--- src/rtl/chess_pkg.sv ---
// Shared board definitions: slot layout, reset placement and the move-controller state enum.
// Latency: none, declarations only.
// Backpressure: not applicable.
package chess_pkg;

  localparam int SLOTS  = 16;
  localparam int SLOT_W = 6;

  // Slot roles, identical for both colours.
  localparam int KING_SLOT   = 0;
  localparam int QUEEN_SLOT  = 1;
  localparam int BISHOP_BASE = 2;
  localparam int KNIGHT_BASE = 4;
  localparam int ROOK_BASE   = 6;
  localparam int PAWN_BASE   = 8;

  // Opening position; slot k lives at [6k+5:6k] as {row, col}.
  localparam logic [SLOTS*SLOT_W-1:0] WHITE_RESET_LOC = 96'h20928B30D38F0070460850C4;
  localparam logic [SLOTS*SLOT_W-1:0] BLACK_RESET_LOC = 96'hC31CB3D35DB7E3FE7EEBDEFC;

  typedef logic [SLOT_W-1:0] square_t;

  typedef enum logic [2:0] {
    ST_IDLE,
    ST_SCAN,
    ST_SELECTED,
    ST_WAIT_BLANK,
    ST_COMMIT
  } board_state_t;

  function automatic square_t slot_square(input logic [SLOTS*SLOT_W-1:0] vec,
                                          input logic [3:0] k);
    return vec[int'(k)*SLOT_W +: SLOT_W];
  endfunction

endpackage

--- src/rtl/square_slot_scanner.sv ---
// Walks slots 15..0, comparing both colours' alive pieces against a target square.
// Latency: start pulse, 16 compare cycles, then done is high for one cycle.
// Backpressure: none; results hold until the next start.
// Ports: clk12/reset; start, player, tgt, loc_w/loc_b, alive_w/alive_b in;
//        done, own_hit/own_k (side to move), opp_hit/opp_k (other side) out.
module square_slot_scanner
  import chess_pkg::*;
(
  input  logic        clk12,
  input  logic        reset,
  input  logic        start,
  input  logic        player,
  input  logic [5:0]  tgt,
  input  logic [95:0] loc_w,
  input  logic [95:0] loc_b,
  input  logic [15:0] alive_w,
  input  logic [15:0] alive_b,
  output logic        done,
  output logic        own_hit,
  output logic [3:0]  own_k,
  output logic        opp_hit,
  output logic [3:0]  opp_k
);

  logic        running;
  logic [3:0]  k;
  logic [95:0] own_loc;
  logic [95:0] opp_loc;
  logic [15:0] own_alive;
  logic [15:0] opp_alive;
  logic        own_match;
  logic        opp_match;

  assign own_loc   = player ? loc_b   : loc_w;
  assign opp_loc   = player ? loc_w   : loc_b;
  assign own_alive = player ? alive_b : alive_w;
  assign opp_alive = player ? alive_w : alive_b;

  // Captured pieces keep their last square, so the alive bit gates the match.
  assign own_match = own_alive[k] && (slot_square(own_loc, k) == tgt);
  assign opp_match = opp_alive[k] && (slot_square(opp_loc, k) == tgt);

  always_ff @(posedge clk12) begin
    if (reset) begin
      running <= 1'b0;
      k       <= 4'd0;
      done    <= 1'b0;
      own_hit <= 1'b0;
      own_k   <= 4'd0;
      opp_hit <= 1'b0;
      opp_k   <= 4'd0;
    end else begin
      done <= 1'b0;
      if (start) begin
        running <= 1'b1;
        k       <= 4'd15;
        own_hit <= 1'b0;
        own_k   <= 4'd0;
        opp_hit <= 1'b0;
        opp_k   <= 4'd0;
      end else if (running) begin
        if (own_match) begin
          own_hit <= 1'b1;
          own_k   <= k;
        end
        if (opp_match) begin
          opp_hit <= 1'b1;
          opp_k   <= k;
        end
        if (k == 4'd0) begin
          running <= 1'b0;
          done    <= 1'b1;
        end
        k <= k - 4'd1;
      end
    end
  end

endmodule

--- src/rtl/board_move_controller.sv ---
// Sole writer of board state: turns cursor + enter/esc edges into select/move/capture updates.
// Latency: enter edge -> SCAN next cycle; decision 17 cycles after the edge; commit after vsync
//          (BOARD_VBLANK_COMMIT_EN) or 18 cycles after the edge when that macro is undefined.
// Backpressure: key edges arriving while busy are dropped, not queued.
// Ports: clk12/reset; cursor, enter_pressed, esc_pressed, vsync in;
//        location/alive vectors per colour, player, sel_valid, sel_square, busy, move_done out.
module board_move_controller
  import chess_pkg::*;
(
  input  logic        clk12,
  input  logic        reset,
  input  logic [5:0]  cursor,
  input  logic        enter_pressed,
  input  logic        esc_pressed,
  input  logic        vsync,
  output logic [95:0] location_vectors_w,
  output logic [95:0] location_vectors_b,
  output logic [15:0] alive_vectors_w,
  output logic [15:0] alive_vectors_b,
  output logic        player,
  output logic        sel_valid,
  output logic [5:0]  sel_square,
  output logic        busy,
  output logic        move_done
);

  board_state_t state;
  board_state_t state_nxt;

  logic       enter_q;
  logic       esc_q;
  logic       enter_edge;
  logic       esc_edge;
  square_t    tgt;
  logic       dest_search;
  logic [3:0] src_k;
  logic       scan_start;
  logic       sel_load;

  logic       scan_done;
  logic       own_hit;
  logic [3:0] own_k;
  logic       opp_hit;
  logic [3:0] opp_k;

  assign enter_edge = enter_pressed & ~enter_q;
  assign esc_edge   = esc_pressed & ~esc_q;

`ifndef BOARD_VBLANK_COMMIT_EN
  logic unused_vsync;
  assign unused_vsync = vsync;
`endif

  square_slot_scanner u_scanner (
    .clk12   (clk12),
    .reset   (reset),
    .start   (scan_start),
    .player  (player),
    .tgt     (tgt),
    .loc_w   (location_vectors_w),
    .loc_b   (location_vectors_b),
    .alive_w (alive_vectors_w),
    .alive_b (alive_vectors_b),
    .done    (scan_done),
    .own_hit (own_hit),
    .own_k   (own_k),
    .opp_hit (opp_hit),
    .opp_k   (opp_k)
  );

  always_ff @(posedge clk12) begin
    if (reset) state <= ST_IDLE;
    else       state <= state_nxt;
  end

  always_comb begin
    state_nxt  = state;
    scan_start = 1'b0;
    sel_load   = 1'b0;
    case (state)
      ST_IDLE: begin
        if (enter_edge) begin
          state_nxt  = ST_SCAN;
          scan_start = 1'b1;
        end
      end
      ST_SELECTED: begin
        // Esc has priority over a simultaneous enter.
        if (esc_edge) begin
          state_nxt = ST_IDLE;
        end else if (enter_edge) begin
          state_nxt  = ST_SCAN;
          scan_start = 1'b1;
        end
      end
      ST_SCAN: begin
        if (scan_done) begin
          if (!dest_search) begin
            if (own_hit) begin
              state_nxt = ST_SELECTED;
              sel_load  = 1'b1;
            end else begin
              state_nxt = ST_IDLE;
            end
          end else if (own_hit) begin
            // Own piece at the target: same square deselects, another square reselects.
            if (tgt == sel_square) begin
              state_nxt = ST_IDLE;
            end else begin
              state_nxt = ST_SELECTED;
              sel_load  = 1'b1;
            end
          end else begin
`ifdef BOARD_VBLANK_COMMIT_EN
            state_nxt = ST_WAIT_BLANK;
`else
            state_nxt = ST_COMMIT;
`endif
          end
        end
      end
`ifdef BOARD_VBLANK_COMMIT_EN
      ST_WAIT_BLANK: begin
        if (vsync) state_nxt = ST_COMMIT;
      end
`endif
      ST_COMMIT: state_nxt = ST_IDLE;
      default:   state_nxt = ST_IDLE;
    endcase
  end

  assign sel_valid = (state == ST_SELECTED) || ((state == ST_SCAN) && dest_search);
  assign busy      = (state == ST_SCAN) || (state == ST_WAIT_BLANK) || (state == ST_COMMIT);

  always_ff @(posedge clk12) begin
    if (reset) begin
      enter_q            <= 1'b0;
      esc_q              <= 1'b0;
      tgt                <= '0;
      dest_search        <= 1'b0;
      src_k              <= 4'd0;
      sel_square         <= 6'd0;
      location_vectors_w <= WHITE_RESET_LOC;
      location_vectors_b <= BLACK_RESET_LOC;
      alive_vectors_w    <= 16'hFFFF;
      alive_vectors_b    <= 16'hFFFF;
      player             <= 1'b0;
      move_done          <= 1'b0;
    end else begin
      enter_q   <= enter_pressed;
      esc_q     <= esc_pressed;
      move_done <= 1'b0;
      if (scan_start) begin
        tgt         <= cursor;
        dest_search <= (state == ST_SELECTED);
      end
      if (sel_load) begin
        sel_square <= tgt;
        src_k      <= own_k;
      end
      // Scanner hit registers are still valid here; they only clear on the next start.
      if (state == ST_COMMIT) begin
        if (player) begin
          location_vectors_b[int'(src_k)*SLOT_W +: SLOT_W] <= tgt;
          if (opp_hit) alive_vectors_w[opp_k] <= 1'b0;
        end else begin
          location_vectors_w[int'(src_k)*SLOT_W +: SLOT_W] <= tgt;
          if (opp_hit) alive_vectors_b[opp_k] <= 1'b0;
        end
        player    <= ~player;
        move_done <= 1'b1;
      end
    end
  end

endmodule
--- config.mk ---
export PLATFORM = sky130hd
export DESIGN_NAME = board_move_controller
export DESIGN_NICKNAME = d
export VERILOG_FILES = /design/src/rtl/chess_pkg.sv /design/src/rtl/square_slot_scanner.sv /design/src/rtl/board_move_controller.sv
export SDC_FILE = /design/constraint.sdc
export NUM_CORES = 1
export LEC_CHECK = 0
export BUFFER_PORTS_ARGS = -buffer_cell sky130_fd_sc_hd__buf_2
export CORE_MARGIN = 10
export CORE_UTILIZATION = 45
export CTS_CLUSTER_DIAMETER = 200
export DETAILED_ROUTE_END_ITERATION = 10
export PLACE_DENSITY = 0.66
export SLEW_MARGIN = 5
export SYNTH_ARGS = -nofsm -noshare
export SYNTH_HDL_FRONTEND = slang
export SYNTH_SLANG_ARGS = --single-unit
export TNS_END_PERCENT = 10
--- constraint.sdc ---
create_clock -name clk12 -period 6.7 [get_ports clk12]
set_input_delay 1.34 -clock clk12 [delete_from_list [all_inputs] [get_ports clk12]]
set_output_delay 1.34 -clock clk12 [all_outputs]
set_load 0.01 [all_outputs]
==> flow_summary_export.csv <==
group,metric,value,unit
yosys,synth_edf_count,0,
timing,slew_headroom,0.2141,
floorplan,design.portCount,245,
floorplan,rows,66,
grt,antenna_found_initial,1,
clock_network,holdBufCountCts,0,
floorplan,start_util,0.4529,
timing,fin_crit_sh,0.7345,
grt,track_usage,0.3064,
critical_path,crit_buf_inv,3,
clock_network,post_cts_resized,0,
timing,fmax,203.2,MHz
yosys,synth-async-reset-ratio,0,
routing,drtAntennaViolNets,0,
yosys,syn_inst,1744,
worst_hold_path,hold_start,"u_scanner.own_hit$_SDFFE_PP0P_",
critical_path,crit_type,"register to register",
yosys,synth_cell_type_count,70,
power_and_ir_drop,switching_power,0.0009533,W
floorplan,die_h,200.5,um
yosys,synth_top_family_by_area,"simple AND/OR/NAND/NOR gates",
routing,drc,0,
floorplan,die_w,200.5,um
power_and_ir_drop,peakVddDrop,0.1778,mV
timing,period_minus_slack,4921,ps
yosys,syn-num-nets,1767,
critical_path,slowest_delay,840,ps
worst_hold_path,hold_class,"register to register",
yosys,synth_fa_ha_area_frac,0.01075,
critical_path,critPathTopFamily,"simple AND/OR/NAND/NOR gates",
timing,drv_slew,0,
placement,io_buffer_count,243,
yosys,synth_compound_area_frac,0.1725,
cells_and_area,fin_nets,1961,
grt,grt_pass1_wl,94780,um
critical_path,critPathLaunch,"src_k[0]$_SDFFE_PP0P_",
timing,finalHoldViolations,0,
power_and_ir_drop,internal-power,0.002695,W
power_and_ir_drop,p_per_area,212.2,nW/um2
clock_network,cts_sinks,264,
power_and_ir_drop,switching_share,0.2613,
routing,dr_total_vias,15131,
flow_run,cap_violations,0,
clock_network,clk_latency,580,ps
floorplan,core-area,32370,um2
cells_and_area,nFillCells,3099,
clock_network,cts_buffer_depth,3,
cells_and_area,regArea,5296,um2
yosys,seq_area_frac_synth,0.3605,
outcome,status,"finished clean",
critical_path,reg2reg_depth,13,
power_and_ir_drop,comb_power_share,0.102,
cells_and_area,n_antenna_cell,0,
critical_path,cpMaxStageDelayCell,"ha_1",
yosys,synth.mux.area_fraction,0.1914,
placement,dp_hpwl,49180,um
power_and_ir_drop,seq_power_share,0.446,
yosys,syn-cell-area,14660,um2
power_and_ir_drop,clockPowerShare,0.452,
grt,gr-total-overflow,0,
timing,setup_violations,0,
timing,tightest_slew,1149,ps
yosys,synth_seq_cells,264,
critical_path,path_cells,"buf_4 > inv_1 > ha_1 > nor3b_2 > nand2_1 > nor2_1 > ha_1 > clkinv_1 > nor2_1 > nand2_1 > nor2_1 > nor2_1 > a211oi_1",
grt,grt_max_degree,89,
critical_path,regToRegStartpoint,"src_k[0]$_SDFFE_PP0P_",
grt,grt_pass1_vias,13955,
cells_and_area,areaGrowthSynthToFinish,17.26,%
clock_network,numCtsBuffers,30,
cells_and_area,layout_common_cells,"nand2_1 (290), dfxtp_1 (261), buf_2 (242)",
critical_path,crit_required,7170,ps
critical_path,critPathMaxFanout,26,
timing,skew,18.34,ps
critical_path,crit_top_cell,"nor2_1",
floorplan,die-area,40200,um2
cells_and_area,final_common_cell,"nand2_1",
yosys,ys.flop_type,"dfxtp_1",
yosys,post_synth_xor_area_fraction,0.01826,
cells_and_area,multi_input_area,8800,um2
timing,rsz0062_at_grt,"false",
clock_network,post_cts_buffers,0,
critical_path,endpoint_kind,"register",
yosys,synthSimpleGateAreaFrac,0.2059,
placement,gp_congestion,0.9835,
power_and_ir_drop,finalPower,0.003648,W
timing,setup-tns-final,0,ps
critical_path,crit_cells,13,
clock_network,h-tree-depth,1,
critical_path,critPathArrivalTime,5390,ps
power_and_ir_drop,power_leakage,6.524,nW
routing,vias_per_cell,6.302,
clock_network,cts_tree,"yes",
clock_network,cts-root-buf,"clkbuf_16",
routing,drt-total-wl,65320,um
critical_path,critPathCapture,"location_vectors_w[18]$_SDFFE_PP0P_",
routing,detail_route.wl_per_cell,27.20,um
routing,first_iter_violations,1654,
critical_path,reg2reg_slack,1780,ps
cells_and_area,drive_gt1_frac,0.2261,
routing,drt_pass1_iterations,5,
yosys,ys_warn_count,0,
clock_network,clkTransAtPathRegs,60,ps
critical_path,crit_path_start_kind,"register",
critical_path,reg2reg_to,"location_vectors_w[18]$_SDFFE_PP0P_",
yosys,synth_area_per_cell,8.406,um2
-- worst reg2reg max path: cells and delay by family (launching register included) --
| family | cells | cell delay [ps] |
|---|---|---|
| AO/OA/AOI/OAI | 1 | 220 |
| buffers and inverters | 3 | 820 |
| adder cells (fa/ha/maj) | 2 | 1440 |
| AND/OR/NAND/NOR | 7 | 2050 |
| flip-flops | 1 | 300 |
-- routing by layer --
layer | vias up | routed length (um) | share of wire | global-route usage
met3 | 134 | 7474 | 0.11 | 0.07617
met2 | 986 | 28420 | 0.44 | 0.4628
met1 | 7300 | 26920 | 0.41 | 0.4146
li1 | 6709 | - | - | -
met5 | - | 13 | 0.00020 | 0
met4 | 2 | 2493 | 0.038 | 0.1141
-- state kept, by name, summed over array words and instances, names as in the netlist, 3 cells and up --
register            cells
u_scanner.own_k         4
u_scanner.opp_k         4
alive_vectors_w        16
location_vectors_w     96
state                   3
u_scanner.k             4
alive_vectors_b        16
location_vectors_b     96
src_k                   4
tgt                     6
sel_square              6
-- cell type report --
| class | instances | area share |
|---|---|---|
| clock buffer | 48 | 0.05408 |
| clock inverter | 5 | 0.003203 |
| inverter | 20 | 0.004367 |
| timing repair buffer | 278 | 0.08618 |
| multi-input combinational | 1344 | 0.5119 |
| sequential | 264 | 0.3081 |
| tap | 442 | 0.03217 |
-- cell usage after synthesis (all sizes together) (18+ instances only) --
library cell | number | area share
a21oi | 120 | 0.041
buf | 40 | 0.016
clkbuf | 76 | 0.019
dfxtp | 264 | 0.36
mux2 | 51 | 0.039
mux2i | 106 | 0.072
mux4 | 52 | 0.080
nand2 | 290 | 0.074
nand2b | 20 | 0.0085
nand3 | 69 | 0.024
nor2 | 167 | 0.043
nor2b | 21 | 0.0090
nor3 | 45 | 0.015
o211ai | 23 | 0.012
o21ai | 125 | 0.043
o22ai | 27 | 0.012
xnor2 | 18 | 0.011
-- cells by family (layout without fill, tap and decap cells) --
family,Yosys count,after routing
xor gates and xnor gates,29,29
muxes,209,209
DFF,264,264
adders and majority gates,12,12
buffers and inverters,136,351
and+or+nand+nor,682,682
AOI/OAI and AO/OA,412,412
-- worst min-delay path by stage --
stage               depth (start not counted)  slack (ps)               endpoint
CTS                                         1         430  state[2]$_SDFFE_PP0P_
floorplan                                   1         400  state[2]$_SDFFE_PP0P_
global route                                1         460  state[2]$_SDFFE_PP0P_
detailed placement                          1         420  state[2]$_SDFFE_PP0P_
global placement                            1         420  state[2]$_SDFFE_PP0P_
finish                                      1         430  state[2]$_SDFFE_PP0P_
-- power groups by stage --
stage	sequential (W)	combinational (W)	clock, W
4_1_cts	0.00163	0.000359	0.00166
2_1_floorplan	0.00161	0.000301	0
3_3_place_gp	0.00166	0.000355	0
3_5_place_dp	0.00166	0.000358	0
6_report	0.00163	0.000372	0.00165
5_1_grt	0.00163	0.000389	0.00172
-- stage by stage --
stage          instances  hold slack, ps  area (um2)    util  setup WS, ps
4_1_cts             2401           427.0       17190  0.5310          1875
2_1_floorplan       1744           399.5       14660       -          3203
5_1_grt             2401           458.1       17190  0.5310          1262
3_3_place_gp        2348           419.5       16210  0.5006          2008
3_5_place_dp        2348           422.1       16210  0.5006          1881
6_report            2401           425.7       17190  0.5310          1779
No activity file was read; power rests on OpenSTA's default activity.
